--- src/rtl/synth_pkg.sv ---
// Shared definitions for the FM synthesizer voice path: default field widths,
// allocator state encoding and the age counter width helper.
package synth_pkg;

  localparam int NOTE_BITS_DEF = 7;
  localparam int VEL_BITS_DEF  = 32;

  typedef enum logic [1:0] {
    ST_IDLE  = 2'd0,
    ST_SCAN  = 2'd1,
    ST_APPLY = 2'd2,
    ST_KILL  = 2'd3
  } state_e;

  // One spare bit above the voice-index width so a full rotation of
  // allocations is still distinguishable before saturation.
  function automatic int age_width(input int num_voices);
    return $clog2(num_voices) + 1;
  endfunction

endpackage

--- src/rtl/voice_age_tracker.sv ---
// Per-voice saturating age counters and the oldest-active-voice search used
// by the allocator when it has to steal a voice.
module voice_age_tracker #(
  parameter int NUM_VOICES = 8,
  parameter int AGE_BITS   = 4,
  parameter int IDX_BITS   = 3
) (
  input  logic                  clk,
  input  logic                  rst,
  input  logic                  age_clr,
  input  logic [IDX_BITS-1:0]   age_clr_idx,
  input  logic                  age_bump,
  input  logic [NUM_VOICES-1:0] active_mask,
  output logic [IDX_BITS-1:0]   oldest_idx,
  output logic                  oldest_valid
);

  logic [AGE_BITS-1:0] age_q [NUM_VOICES];
  logic [AGE_BITS-1:0] age_d [NUM_VOICES];
  logic [AGE_BITS-1:0] best_age;

  // The cleared voice is excluded from the bump: it is the one being newly gated.
  generate
    for (genvar gi = 0; gi < NUM_VOICES; gi++) begin : g_age
      always_comb begin
        age_d[gi] = age_q[gi];
        if (age_clr && (age_clr_idx == IDX_BITS'(gi))) begin
          age_d[gi] = '0;
        end else if (age_bump && active_mask[gi] && (age_q[gi] != '1)) begin
          age_d[gi] = age_q[gi] + AGE_BITS'(1);
        end
      end

      always_ff @(posedge clk) begin
        if (rst) begin
          age_q[gi] <= '0;
        end else begin
          age_q[gi] <= age_d[gi];
        end
      end
    end
  endgenerate

  // Strict greater-than keeps the lowest index on equal ages.
  always_comb begin
    oldest_idx   = '0;
    oldest_valid = 1'b0;
    best_age     = '0;
    for (int i = 0; i < NUM_VOICES; i++) begin
      if (active_mask[i] && (!oldest_valid || (age_q[i] > best_age))) begin
        oldest_idx   = IDX_BITS'(i);
        oldest_valid = 1'b1;
        best_age     = age_q[i];
      end
    end
  end

endmodule

--- src/rtl/voice_allocator.sv ---
// Polyphonic voice scheduler: accepts note events, scans voices one per cycle
// and gates/retriggers/releases them. Voice stealing is built with VOICE_STEAL_EN.
module voice_allocator
  import synth_pkg::*;
#(
  parameter int NUM_VOICES = 8,
  parameter int NOTE_BITS  = NOTE_BITS_DEF,
  parameter int VEL_BITS   = VEL_BITS_DEF
) (
  input  logic                             clk,
  input  logic                             rst,
  input  logic                             evt_valid,
  output logic                             evt_ready,
  input  logic                             evt_on,
  input  logic [NOTE_BITS-1:0]             evt_note,
  input  logic [VEL_BITS-1:0]              evt_velocity,
  input  logic [NUM_VOICES-1:0]            voice_available,
  output logic [NUM_VOICES-1:0]            note_en,
  output logic [NUM_VOICES*NOTE_BITS-1:0]  voice_note,
  output logic [NUM_VOICES*VEL_BITS-1:0]   voice_velocity,
  output logic                             steal,
  output logic                             drop
);

  localparam int IDX_BITS = $clog2(NUM_VOICES);

  state_e                          state_q, state_d;
  logic [IDX_BITS-1:0]             idx_q, idx_d;
  logic                            lat_on_q, lat_on_d;
  logic [NOTE_BITS-1:0]            lat_note_q, lat_note_d;
  logic [VEL_BITS-1:0]             lat_vel_q, lat_vel_d;
  logic                            match_hit_q, match_hit_d;
  logic [IDX_BITS-1:0]             match_idx_q, match_idx_d;
  logic                            free_hit_q, free_hit_d;
  logic [IDX_BITS-1:0]             free_idx_q, free_idx_d;
  logic [NUM_VOICES-1:0]           note_en_q, note_en_d;
  logic [NUM_VOICES*NOTE_BITS-1:0] voice_note_q, voice_note_d;
  logic [NUM_VOICES*VEL_BITS-1:0]  voice_vel_q, voice_vel_d;
  logic                            drop_q, drop_d;

`ifdef VOICE_STEAL_EN
  localparam int AGE_BITS = age_width(NUM_VOICES);

  logic                            steal_q, steal_d;
  logic [IDX_BITS-1:0]             victim_q, victim_d;
  logic                            age_clr;
  logic [IDX_BITS-1:0]             age_clr_idx;
  logic                            age_bump;
  logic [IDX_BITS-1:0]             oldest_idx;
  logic                            oldest_valid;

  voice_age_tracker #(
    .NUM_VOICES (NUM_VOICES),
    .AGE_BITS   (AGE_BITS),
    .IDX_BITS   (IDX_BITS)
  ) u_age (
    .clk          (clk),
    .rst          (rst),
    .age_clr      (age_clr),
    .age_clr_idx  (age_clr_idx),
    .age_bump     (age_bump),
    .active_mask  (note_en_q),
    .oldest_idx   (oldest_idx),
    .oldest_valid (oldest_valid)
  );
`endif

  always_ff @(posedge clk) begin
    if (rst) begin
      state_q <= ST_IDLE;
    end else begin
      state_q <= state_d;
    end
  end

  always_comb begin
    state_d = state_q;
    case (state_q)
      ST_IDLE: begin
        if (evt_valid && evt_ready) begin
          state_d = ST_SCAN;
        end
      end
      ST_SCAN: begin
        if (idx_q == IDX_BITS'(NUM_VOICES - 1)) begin
          state_d = ST_APPLY;
        end
      end
      ST_APPLY: begin
        state_d = ST_IDLE;
`ifdef VOICE_STEAL_EN
        if (lat_on_q && !match_hit_q && !free_hit_q) begin
          state_d = ST_KILL;
        end
`endif
      end
      default: state_d = ST_IDLE;
    endcase
  end

  // Ready is withheld during reset so an event cannot be taken on a reset edge.
  always_comb begin
    evt_ready = (state_q == ST_IDLE) && !rst;
  end

  always_comb begin
    idx_d        = idx_q;
    lat_on_d     = lat_on_q;
    lat_note_d   = lat_note_q;
    lat_vel_d    = lat_vel_q;
    match_hit_d  = match_hit_q;
    match_idx_d  = match_idx_q;
    free_hit_d   = free_hit_q;
    free_idx_d   = free_idx_q;
    note_en_d    = note_en_q;
    voice_note_d = voice_note_q;
    voice_vel_d  = voice_vel_q;
    drop_d       = 1'b0;
`ifdef VOICE_STEAL_EN
    steal_d      = 1'b0;
    victim_d     = victim_q;
    age_clr      = 1'b0;
    age_clr_idx  = '0;
    age_bump     = 1'b0;
`endif

    case (state_q)
      ST_IDLE: begin
        if (evt_valid && evt_ready) begin
          lat_on_d    = evt_on;
          lat_note_d  = evt_note;
          lat_vel_d   = evt_velocity;
          idx_d       = '0;
          match_hit_d = 1'b0;
          match_idx_d = '0;
          free_hit_d  = 1'b0;
          free_idx_d  = '0;
        end
      end

      ST_SCAN: begin
        if (!match_hit_q && note_en_q[idx_q] &&
            (voice_note_q[idx_q*NOTE_BITS +: NOTE_BITS] == lat_note_q)) begin
          match_hit_d = 1'b1;
          match_idx_d = idx_q;
        end
        if (!free_hit_q && !note_en_q[idx_q] && voice_available[idx_q]) begin
          free_hit_d = 1'b1;
          free_idx_d = idx_q;
        end
        idx_d = idx_q + IDX_BITS'(1);
      end

      ST_APPLY: begin
        if (!lat_on_q) begin
          // Release keeps note and velocity so the tail holds its pitch.
          if (match_hit_q) begin
            note_en_d[match_idx_q] = 1'b0;
          end
        end else if (match_hit_q) begin
          voice_vel_d[match_idx_q*VEL_BITS +: VEL_BITS] = lat_vel_q;
`ifdef VOICE_STEAL_EN
          age_clr     = 1'b1;
          age_clr_idx = match_idx_q;
`endif
        end else if (free_hit_q) begin
          voice_note_d[free_idx_q*NOTE_BITS +: NOTE_BITS] = lat_note_q;
          voice_vel_d[free_idx_q*VEL_BITS +: VEL_BITS]    = lat_vel_q;
          note_en_d[free_idx_q]                           = 1'b1;
`ifdef VOICE_STEAL_EN
          age_clr     = 1'b1;
          age_clr_idx = free_idx_q;
          age_bump    = 1'b1;
`endif
        end else begin
`ifdef VOICE_STEAL_EN
          // Gate is dropped now and raised in KILL, forcing an attack restart.
          victim_d = oldest_valid ? oldest_idx : '0;
          note_en_d[victim_d]                           = 1'b0;
          voice_note_d[victim_d*NOTE_BITS +: NOTE_BITS] = lat_note_q;
          voice_vel_d[victim_d*VEL_BITS +: VEL_BITS]    = lat_vel_q;
          steal_d                                       = 1'b1;
`else
          drop_d = 1'b1;
`endif
        end
      end

`ifdef VOICE_STEAL_EN
      ST_KILL: begin
        note_en_d[victim_q] = 1'b1;
        age_clr             = 1'b1;
        age_clr_idx         = victim_q;
        age_bump            = 1'b1;
      end
`endif

      default: ;
    endcase
  end

  always_ff @(posedge clk) begin
    if (rst) begin
      idx_q        <= '0;
      lat_on_q     <= 1'b0;
      lat_note_q   <= '0;
      lat_vel_q    <= '0;
      match_hit_q  <= 1'b0;
      match_idx_q  <= '0;
      free_hit_q   <= 1'b0;
      free_idx_q   <= '0;
      note_en_q    <= '0;
      voice_note_q <= '0;
      voice_vel_q  <= '0;
      drop_q       <= 1'b0;
    end else begin
      idx_q        <= idx_d;
      lat_on_q     <= lat_on_d;
      lat_note_q   <= lat_note_d;
      lat_vel_q    <= lat_vel_d;
      match_hit_q  <= match_hit_d;
      match_idx_q  <= match_idx_d;
      free_hit_q   <= free_hit_d;
      free_idx_q   <= free_idx_d;
      note_en_q    <= note_en_d;
      voice_note_q <= voice_note_d;
      voice_vel_q  <= voice_vel_d;
      drop_q       <= drop_d;
    end
  end

`ifdef VOICE_STEAL_EN
  always_ff @(posedge clk) begin
    if (rst) begin
      steal_q  <= 1'b0;
      victim_q <= '0;
    end else begin
      steal_q  <= steal_d;
      victim_q <= victim_d;
    end
  end

  assign steal = steal_q;
`else
  assign steal = 1'b0;
`endif

  assign note_en        = note_en_q;
  assign voice_note     = voice_note_q;
  assign voice_velocity = voice_vel_q;
  assign drop           = drop_q;

endmodule
--- config.mk ---
export PLATFORM = sky130hd
export DESIGN_NAME = voice_allocator
export DESIGN_NICKNAME = d
export VERILOG_FILES = /design/src/rtl/synth_pkg.sv /design/src/rtl/voice_age_tracker.sv /design/src/rtl/voice_allocator.sv
export SDC_FILE = /design/constraint.sdc
export NUM_CORES = 1
export LEC_CHECK = 0
export ABC_AREA = 0
export BUFFER_PORTS_ARGS = -buffer_cell sky130_fd_sc_hd__buf_2
export CELL_PAD_IN_SITES_DETAIL_PLACEMENT = 0
export CELL_PAD_IN_SITES_GLOBAL_PLACEMENT = 2
export CORE_MARGIN = 10
export CORE_UTILIZATION = 28
export DETAILED_ROUTE_END_ITERATION = 8
export GPL_TIMING_DRIVEN = 0
export PLACE_DENSITY = 0.73
export SYNTH_ARGS = -nofsm -noshare
export SYNTH_HDL_FRONTEND = slang
export SYNTH_SLANG_ARGS = --single-unit
--- constraint.sdc ---
create_clock -name clk -period 2.6 [get_ports clk]
set_clock_uncertainty 0.05 [all_clocks]
set_input_delay 0.52 -clock clk [delete_from_list [all_inputs] [get_ports clk]]
set_output_delay 0.52 -clock clk [all_outputs]
set_load 0.1 [all_outputs]
==> impl_metrics.ini, run 1 <==
[timing]
min_period_over_period_pct = 98.0
tightest_slew_ns = 1.18
fin_ws_ns = 0.0527
max-slew-margin-rel_pct = 21.1
drv_slew = 0
hold_viol_final = 0
setup_tns_ns = 0
rsz0062_at_grt = true
fin_crit_ns = 2.55
whs_ns = 0.129
fmax_ghz = 0.393
setup_viol = 0

[drt]
ant_nets = 0
vias = 13300
drc_errors = 0
wl_um = 64100
drtIter0Drc = 721
wire_per_inst_um = 23.6
viasPerCell = 4.88
first_pass_iters = 5

[floorplan]
ios = 374
rows = 82
initial_core_util_pct = 28.4
die-area_um2 = 60400
die_h_um = 246
die_w_um = 246
core_area_um2 = 50300

[power_and_ir_drop]
switching_share_pct = 23.4
leakagePower_nw = 8.18
pwr-share-clk_pct = 50.9
p_switching_w = 0.00299
intPower_w = 0.00979
ir_drop_mv = 0.533
p_seq_share_pct = 45.2
power_frac_comb_pct = 3.9
p_per_area_nw_per_um2 = 664

[clocking]
clockBufferDepth = 3
htree_levels = 2
clk-insertion-delay-late_ns = 0.58
numCtsBuffers = 45
clock-sinks = 374
cts_tree = done
clk_pin_slew_ns = 0.06
root_buffer = clkbuf_16

[global_routing]
grt_max_degree = 13
grt_pass1_wl_um = 91600
antenna_found_initial = 4
grt_usage_pct = 20.4
grt_pass1_vias = 13200
grt_overflow_total = 0

[logic_synthesis]
ys_seq_area_share_pct = 52.4
yosysWarnings = 0
syn_inst = 1574
synthMuxAreaShare_pct = 9.30
synth_compound_area_share_pct = 16.0
async_flop_share_pct = 0
ys_types = 53
synth_area_leader_cell = dfxtp_1
synth.ff_latch_count = 374
synth-xor-area-share_pct = 0.245
synth_edf_count = 0
synth_flop_cell = dfxtp_1
synth_simple_gate_area_share_pct = 15.9
synth_top_family_by_area = compound AO/OA/AOI/OAI gates
synthTopCellsByArea = dfxtp_1, a22oi_1, nor2_1
syn_area_per_cell_um2 = 9.07
synth_top_area_share_pct = 52.4
syn-num-nets = 1638
synth-adder-area-share_pct = 1.14
synth_area_um2 = 14300

[place]
globalplace.congestion = 0.811
dp_hpwl_um = 47200
dpl_cell_area_um2 = 17000
pre_cts_ws_ns = -1.04
io_buffers = 371

[critical_path]
cp_max_fo = 10
path_class = reg2reg
startpoint = free_idx_q[0]$_SDFFE_PP0P_
r2r-start = free_idx_q[0]$_SDFFE_PP0P_
critPathCaptureType = flip-flop
critical_path.slowest_cell = or4_4
path_cells = inv_4 -> ha_4 -> ha_2 -> or2_4 -> or4_4 -> inv_4 -> o21ai_4 -> clkbuf_8 -> a22oi_1 -> nor2_1
worstPathRequired_ns = 3.00
worstPathArrival_ns = 2.95
cp_common_cell = inv_4
start_kind = flip-flop
crit_path_max_incr_delay_ns = 0.60

[min_path]
min_from = evt_velocity[0]
min_path_type = in2reg

[finish]
drive_above_1_share_pct = 28.4
stdcell_area_um2 = 19200
areaGrowthSynthToFinish_pct = 34.8
n_antenna_cell = 0
nNetsFinal = 2072

[outcome]
status = finished, final reports clean

[run]
maxCapViolations = 0
-- area by class of cell --
| cell class | count | area [um^2] |
|---|---|---|
| Inverter | 10 | 51.3 |
| Timing Repair Buffer | 393 | 2070 |
| Clock buffer | 68 | 1310 |
| Fill cell | 5296 | 31000 |
| Multi-Input combinational cell | 1030 | 6380 |
| Clock inverter | 15 | 208 |
| Buffer | 154 | 882 |
| Tap cell | 672 | 841 |
| Sequential cell | 374 | 7500 |
-- power by group through the flow --
stage / clock network, W / registers, W / logic (W)
2_1_floorplan: 0 / 0.00590 / 0.000271
3_3_place_gp: 0 / 0.00590 / 0.000496
3_5_place_dp: 0 / 0.00590 / 0.000499
4_1_cts: 0.00664 / 0.00577 / 0.000507
5_1_grt: 0.00686 / 0.00577 / 0.000544
6_report: 0.00650 / 0.00577 / 0.000501
-- critical path: cells and delay by family, from the launching register on --
kind | cells | cell delay [ns]
simple gates | 3 | 0.93
buf+inv | 3 | 0.39
flops | 1 | 0.36
compound gates | 2 | 0.35
fa+ha+maj | 2 | 0.33
-- through the flow --
stage | utilization [%] | total power (W) | std cells
after floorplan | - | 0.00617 | 1574
after global placement | 33.8 | 0.00640 | 2617
after detailed placement | 33.8 | 0.00640 | 2617
after CTS | 37.8 | 0.0129 | 2709
after global routing | 38.3 | 0.0132 | 2716
final | 38.3 | 0.0128 | 2716
-- logic make-up after synthesis --
family,after synthesis
flip-flops,374
other,1
buffers and inverters,170
multiplexers,119
AND/OR/NAND/NOR,556
XOR/XNOR,4
adder cells (fa/ha/maj),13
AO/OA/AOI/OAI,337
-- layer usage --
metal  vias to the layer above  part of all wire [%]  track usage, %  wire [um]
li1                       6313                     -               -          -
met3                        63                   8.6            6.98       5490
met1                      6437                    42            24.6      26700
met5                         -                 0.083               0         53
met2                       440                    48            34.5      31000
met4                         8                   1.3            3.87        824
-- path summary, 6_finish.rpt --
kind,to,slack (ns),cells past startpoint
setup / recovery,voice_velocity[168]$_SDFFE_PP0P_,0.05,10
hold / removal,lat_vel_q[0]$_SDFFE_PP0P_,0.13,3
setup reg to reg,voice_velocity[168]$_SDFFE_PP0P_,0.05,10
hold reg to reg,voice_note[53]$_SDFFE_PP0P_,0.42,2
-- cell usage after synthesis (3+ instances only) --
| master | n |
|---|---|
| or4_1 | 3 |
| a21o_1 | 3 |
| and2_1 | 3 |
| a21oi_1 | 97 |
| o211ai_1 | 3 |
| nor3_1 | 13 |
| o22ai_1 | 3 |
| nand3_1 | 26 |
| ha_1 | 13 |
| nor2_1 | 331 |
| buf_6 | 3 |
| nand2b_1 | 6 |
| nor2b_1 | 6 |
| nand2_1 | 140 |
| clkbuf_1 | 133 |
| xor2_1 | 4 |
| o31ai_1 | 5 |
| nand4_1 | 4 |
| or3_1 | 5 |
| a211oi_1 | 5 |
| mux4_2 | 8 |
| mux2i_1 | 106 |
| a22oi_1 | 204 |
| and3_1 | 5 |
| or2_2 | 3 |
| dfxtp_1 | 374 |
| buf_2 | 21 |
| o21ai_1 | 5 |
| inv_1 | 8 |
-- cells in the final DEF (no fill, tap or decap), drive strengths merged, types with 3 or more instances in the layout --
master,count
nand2b,6
and3,5
or3,5
buf,419
a21oi,97
mux2,3
dfxtp,374
inv,11
nor2,332
a211oi,5
o211ai,3
bufinv,4
o22ai,3
o31ai,5
o21ai,6
clkbuf,196
or2,3
nor2b,6
mux4,10
nand3,26
nand2,140
a21o,3
and2,5
clkinv,8
nand4,4
ha,13
mux2i,106
a22oi,204
or4,3
xor2,4
nor4,3
nor3,13
-- what timing repair did --
| item | in CTS | in global routing |
|---|---|---|
| gates resized for setup | 116 | 54 |
| hold buffers | 0 | 0 |
| gates cloned | 2 | 0 |
| pin swaps | 7 | 10 |
| buffers inserted | 10 | 10 |
| setup endpoints to repair | 309 | 243 |
-- flip-flops by register name, summed over array words and instances (netlist names) --
signal / count
lat_vel_q: 32
voice_velocity: 256
note_en: 8
match_hit_q: 1
match_idx_q: 3
free_idx_q: 3
drop: 1
idx_q: 3
lat_on_q: 1
voice_note: 56
state_q: 2
lat_note_q: 7
free_hit_q: 1
No activity file was read; power rests on OpenSTA's default activity.
==> run 2, diff against run 1 <==
- BUFFER_PORTS_ARGS: -buffer_cell sky130_fd_sc_hd__buf_2 -> not set
- CORE_UTILIZATION: 28 -> 34
- DONT_BUFFER_PORTS: not set -> 1
- PLACE_DENSITY: 0.73 -> 0.74
==> run 2 against run 1 <==
Compared with the run above:
- non-clock buffer count shrank 345
- sequential share of layout area rose by 3.9 points
- critical path depth increased by 2
- largest power group unchanged
- final area is 8.1% lower
- combinational power fell by 5.0%
- maximum frequency barely moved
- first-iteration DRC count grew 16%
- count of clock-buffer cells in the layout fell by 6
- final cell count is 18% lower
- total power fell by 2.3%
- utilization grew 4.0 points
==> impl_metrics.ini, run 2 (synthesis gave the netlist of run 1 again) <==
[min_path]
min_from = evt_velocity[19]
min_to = lat_vel_q[19]$_SDFFE_PP0P_
min_path_type = in2reg
whs_path_depth = 2

[timing]
fin_ws_ns = 0.0531
fmax_ghz = 0.393
rsz0062_at_grt = true
tightest_slew_ns = 1.16
hold_viol_final = 0
setup_viol = 0
max-slew-margin-rel_pct = 22.5
fin_crit_ns = 2.55
min_period_over_period_pct = 98.0
drv_slew = 0

[drt]
wire_per_inst_um = 26.9
ant_nets = 0
vias = 12200
drc_errors = 0
first_pass_iters = 5
viasPerCell = 5.46
drtIter0Drc = 837
wl_um = 60000

[global_routing]
grt_pass1_wl_um = 85300
grt_overflow_total = 0
grt_max_degree = 14
grt_pass1_vias = 11800
antenna_found_initial = 1
grt_usage_pct = 22.8

[clocking]
root_buffer = clkbuf_16
cts_tree = done
clk_pin_slew_ns = 0.06
numCtsBuffers = 43
clk-insertion-delay-late_ns = 0.59
clock-sinks = 374
htree_levels = 2
clockBufferDepth = 3

[finish]
largest_reg_flops = 256
final_cell_mix = nor2_1, dfxtp_1, a22oi_1
n_antenna_cell = 0
layout_commonest_cell = nor2_1
areaGrowthSynthToFinish_pct = 23.8
final_core_util_pct = 42.3
drive_above_1_share_pct = 17.6
nNetsFinal = 1725

[power_and_ir_drop]
ir_drop_mv = 0.510
p_per_area_nw_per_um2 = 707
leakagePower_nw = 6.37

[floorplan]
die-area_um2 = 50600
die_w_um = 225
core_area_um2 = 41800
rows = 75
die_h_um = 225
initial_core_util_pct = 34.2
ios = 374

[critical_path]
cp_max_fo = 10
path_class = reg2reg
start_kind = flip-flop
r2r-start = match_idx_q[0]$_SDFFE_PP0P_
r2r_end = voice_velocity[86]$_SDFFE_PP0P_
critPathCaptureType = flip-flop
reg2reg_slack_ns = 0.05
worstPathRequired_ns = 3.07
rr_worst_depth = 12
worstPathArrival_ns = 3.02

[place]
io_buffers = 0
globalplace.congestion = 0.833
dp_hpwl_um = 43200
pre_cts_ws_ns = -1.05

[outcome]
status = finished, final reports clean

[run]
maxCapViolations = 0
[run 2: changes by cell type in the layout (fill, tap and decap cells not counted), sizes merged]
| cell | previous run | this run |
|---|---|---|
| clkinvlp | 2 | 3 |
| inv | 11 | 9 |
| clkbuf | 196 | 185 |
| buf | 419 | 68 |
| dlygate4sd3 | 0 | 11 |
[run 2: worst max-delay path by stage]
stage / endpoint / slack (ns) / start
finish: voice_velocity[86]$_SDFFE_PP0P_ / 0.05 / match_idx_q[0]$_SDFFE_PP0P_
global route: voice_velocity[222]$_SDFFE_PP0P_ / -0.02 / free_idx_q[1]$_SDFFE_PP0P_
detailed placement: voice_velocity[222]$_SDFFE_PP0P_ / -1.05 / free_idx_q[2]$_SDFFE_PP0P_
CTS: voice_velocity[73]$_SDFFE_PP0P_ / -0.0008 / match_idx_q[0]$_SDFFE_PP0P_
global placement: voice_velocity[223]$_SDFFE_PP0P_ / -0.98 / free_idx_q[2]$_SDFFE_PP0P_
floorplan: voice_velocity[12]$_SDFFE_PP0P_ / 0.02 / free_idx_q[0]$_SDFFE_PP0P_
[run 2: per-stage QoR]
| step | std cells | TNS, ns | cell area (um^2) | hold WS (ns) | total power (W) |
|---|---|---|---|---|---|
| floorplan | 1574 | 0 | 14300 | 0.439 | 0.00617 |
| global placement | 2113 | -223.90 | 15000 | 0.535 | 0.00634 |
| detailed placement | 2113 | -234.66 | 15000 | 0.519 | 0.00635 |
| CTS | 2210 | -0.000760 | 17200 | 0.00271 | 0.0126 |
| global route | 2231 | -0.0805 | 17700 | 0.0159 | 0.0129 |
| finish | 2231 | 0 | 17700 | 0.0348 | 0.0125 |
[run 2: timing repair]
action / CTS / global route
pin swaps: 10 / 19
gates resized for setup: 196 / 79
buffers inserted: 10 / 19
cloned: 4 / 4
hold endpoints to repair: 11 / 0
hold buffers: 11 / 0
setup endpoints to repair: 360 / 298
[run 2: final cells by class]
class / instances / area [um^2]
tap: 539 / 674
clock inverter: 14 / 216
inverter: 10 / 52.6
sequential: 374 / 7580
buffer: 154 / 956
clock buffer: 62 / 1240
multi-input combinational: 1030 / 6400
timing repair buffer: 48 / 552
fill: 4159 / 24100
[run 2: where the power goes]
part           internal (W)  switching (W)
Sequential          0.00576      0.0000138
Combinational      0.000113       0.000363
Clock               0.00372        0.00252
[run 2: worst max-delay path: stages (launching register included)]
cell	delay, ns
dfxtp_4	0.39
clkbuf_16	0.14
inv_4	0.06
ha_4	0.17
ha_4	0.31
o31ai_4	0.09
or2_2	0.29
a21o_4	0.27
a21oi_4	0.15
buf_12	0.17
buf_6	0.15
a22oi_1	0.07
nor2_1	0.16
[run 2: routing by layer]
metal  GRT usage, %  vias to the layer above  wire (um)
met5              0                        -         13
met4           7.28                        2       1550
met3           9.16                       92       5880
met2           37.9                      437      28900
met1           26.2                     6012      23600
li1               -                     5632          -
==> run 3, diff against run 2 <==
- CORE_ASPECT_RATIO: not set -> 1.1
- SKIP_LAST_GASP: not set -> 1
==> run 3 against run 2 <==
Compared with the run above:
- final cell count is 0.27% higher
- critical path type unchanged
- die area hardly changed
- worst hold slack worse by 0.0041 ns
- global-route usage is 0.43 points lower
- first-iteration DRC count is 3.2% lower
- count of clock-buffer cells in the layout is 2 higher
- final area is 1.7% lower
==> impl_metrics.ini, run 3 (synthesis gave the netlist of run 1 again) <==
[outcome]
status = finished, final reports clean

[finish]
nNetsFinal = 1712
layout_commonest_cell = nor2_1
num-fill-cells = 4264
stdcell_area_um2 = 17400
final_cell_mix = nor2_1, dfxtp_1, a22oi_1
final_core_util_pct = 42.0
areaGrowthSynthToFinish_pct = 21.7
largest_reg_flops = 256
drive_above_1_share_pct = 17.2

[min_path]
min_from = evt_velocity[12]
min_path_type = in2reg

[place]
globalplace.congestion = 0.804
dp_hpwl_um = 43300
io_buffers = 0
pre_cts_ws_ns = -1.06
dpl_cell_area_um2 = 15000

[drt]
drtIter0Drc = 810
ant_nets = 0
vias = 11900
wire_per_inst_um = 26.5
wl_um = 59300
viasPerCell = 5.34
first_pass_iters = 7
drc_errors = 0

[run]
maxCapViolations = 0

[critical_path]
critPathCaptureType = flip-flop
path_cells = buf_6 -> inv_6 -> ha_4 -> ha_4 -> or2_4 -> or4_4 -> inv_2 -> o21ai_4 -> clkbuf_16 -> a22oi_1 -> nor2_1
path_class = reg2reg
start_kind = flip-flop
crit_path_max_incr_delay_ns = 0.54
critical_path.slowest_cell = or4_4
startpoint = free_idx_q[0]$_SDFFE_PP0P_
path_buf_inv = 4
cp_max_fo = 8
cp_common_cell = ha_4
r2r-start = free_idx_q[0]$_SDFFE_PP0P_
worstPathArrival_ns = 2.97
worstPathRequired_ns = 2.99
cp_top_family = simple AND/OR/NAND/NOR gates

[power_and_ir_drop]
leakagePower_nw = 6.26
ir_drop_mv = 0.483
p_per_area_nw_per_um2 = 688

[global_routing]
grt_pass1_wl_um = 85000
grt_overflow_total = 0
grt_usage_pct = 22.3
grt_pass1_vias = 11800
grt_max_degree = 13
antenna_found_initial = 1

[floorplan]
die-area_um2 = 50600
core_area_um2 = 41400
ios = 374
die_w_um = 215
rows = 78
die_h_um = 235
initial_core_util_pct = 34.5

[timing]
drv_slew = 0
setup_viol = 0
tightest_slew_ns = 1.18
fmax_ghz = 0.389
fin_ws_ns = 0.0276
hold_viol_final = 0
min_period_over_period_pct = 98.9
max-slew-margin-rel_pct = 21.0
setup_tns_ns = 0
rsz0062_at_grt = true
fin_crit_ns = 2.57

[clocking]
clock-sinks = 374
clk_pin_slew_ns = 0.06
root_buffer = clkbuf_16
clockBufferDepth = 3
cts_tree = done
clk-insertion-delay-late_ns = 0.58
numCtsBuffers = 41
htree_levels = 2
[run 3: metal layers]
metal  wire [um]  vias to the layer above  global-route usage (%)  part of all wire, %
met5           0                        -                       0                    0
met4        1540                        0                    7.30                  2.6
met3        5860                       75                    8.50                  9.9
met2       28800                      397                    37.1                   49
met1       23100                     5868                    25.9                   39
li1            -                     5600                       -                    -
[run 3: cell type report]
class                           count  area [um^2]  share of cell area, %
Sequential cell                   374         7590                   43.7
Multi-Input combinational cell   1030         6410                   36.9
Clock buffer                       64         1220                   7.03
Buffer                            156          961                   5.53
Tap cell                          560          701                   4.03
Timing Repair Buffer               35          352                   2.02
Clock inverter                      7         92.6                  0.533
Inverter                           10         48.8                  0.281
Antenna cell                        1         2.50                 0.0144
[run 3: final timing paths]
| check | endpoint | slack [ns] | cells past startpoint |
|---|---|---|---|
| max | voice_velocity[166]$_SDFFE_PP0P_ | 0.03 | 11 |
| min | lat_vel_q[12]$_SDFFE_PP0P_ | 0.03 | 2 |
| max reg2reg | voice_velocity[166]$_SDFFE_PP0P_ | 0.03 | 11 |
| min reg2reg | note_en[7]$_SDFFE_PP0P_ | 0.53 | 2 |
[run 3: report_power, final]
group,internal [W],switching (W)
Clock,0.00326,0.00246
Combinational,0.000111,0.000358
Sequential,0.00575,0.0000140
[run 3: repair_timing]
action                                  4_1_cts  5_1_grt
endpoints found under the hold margin         7        0
pin swaps                                    11       10
gates cloned                                  4        2
gates resized for setup                     194       77
endpoints found under the setup margin      360      285
hold buffers                                  7        0
buffers inserted                             12       10
[run 3: per-stage QoR]
| stage | std cells | hold slack [ns] | power (W) |
|---|---|---|---|
| 6_report | 2237 | 0.0306 | 0.0120 |
| 2_1_floorplan | 1574 | 0.439 | 0.00617 |
| 3_3_place_gp | 2134 | 0.556 | 0.00634 |
| 4_1_cts | 2224 | 0.00487 | 0.0121 |
| 3_5_place_dp | 2134 | 0.568 | 0.00635 |
| 5_1_grt | 2237 | 0.0256 | 0.0124 |
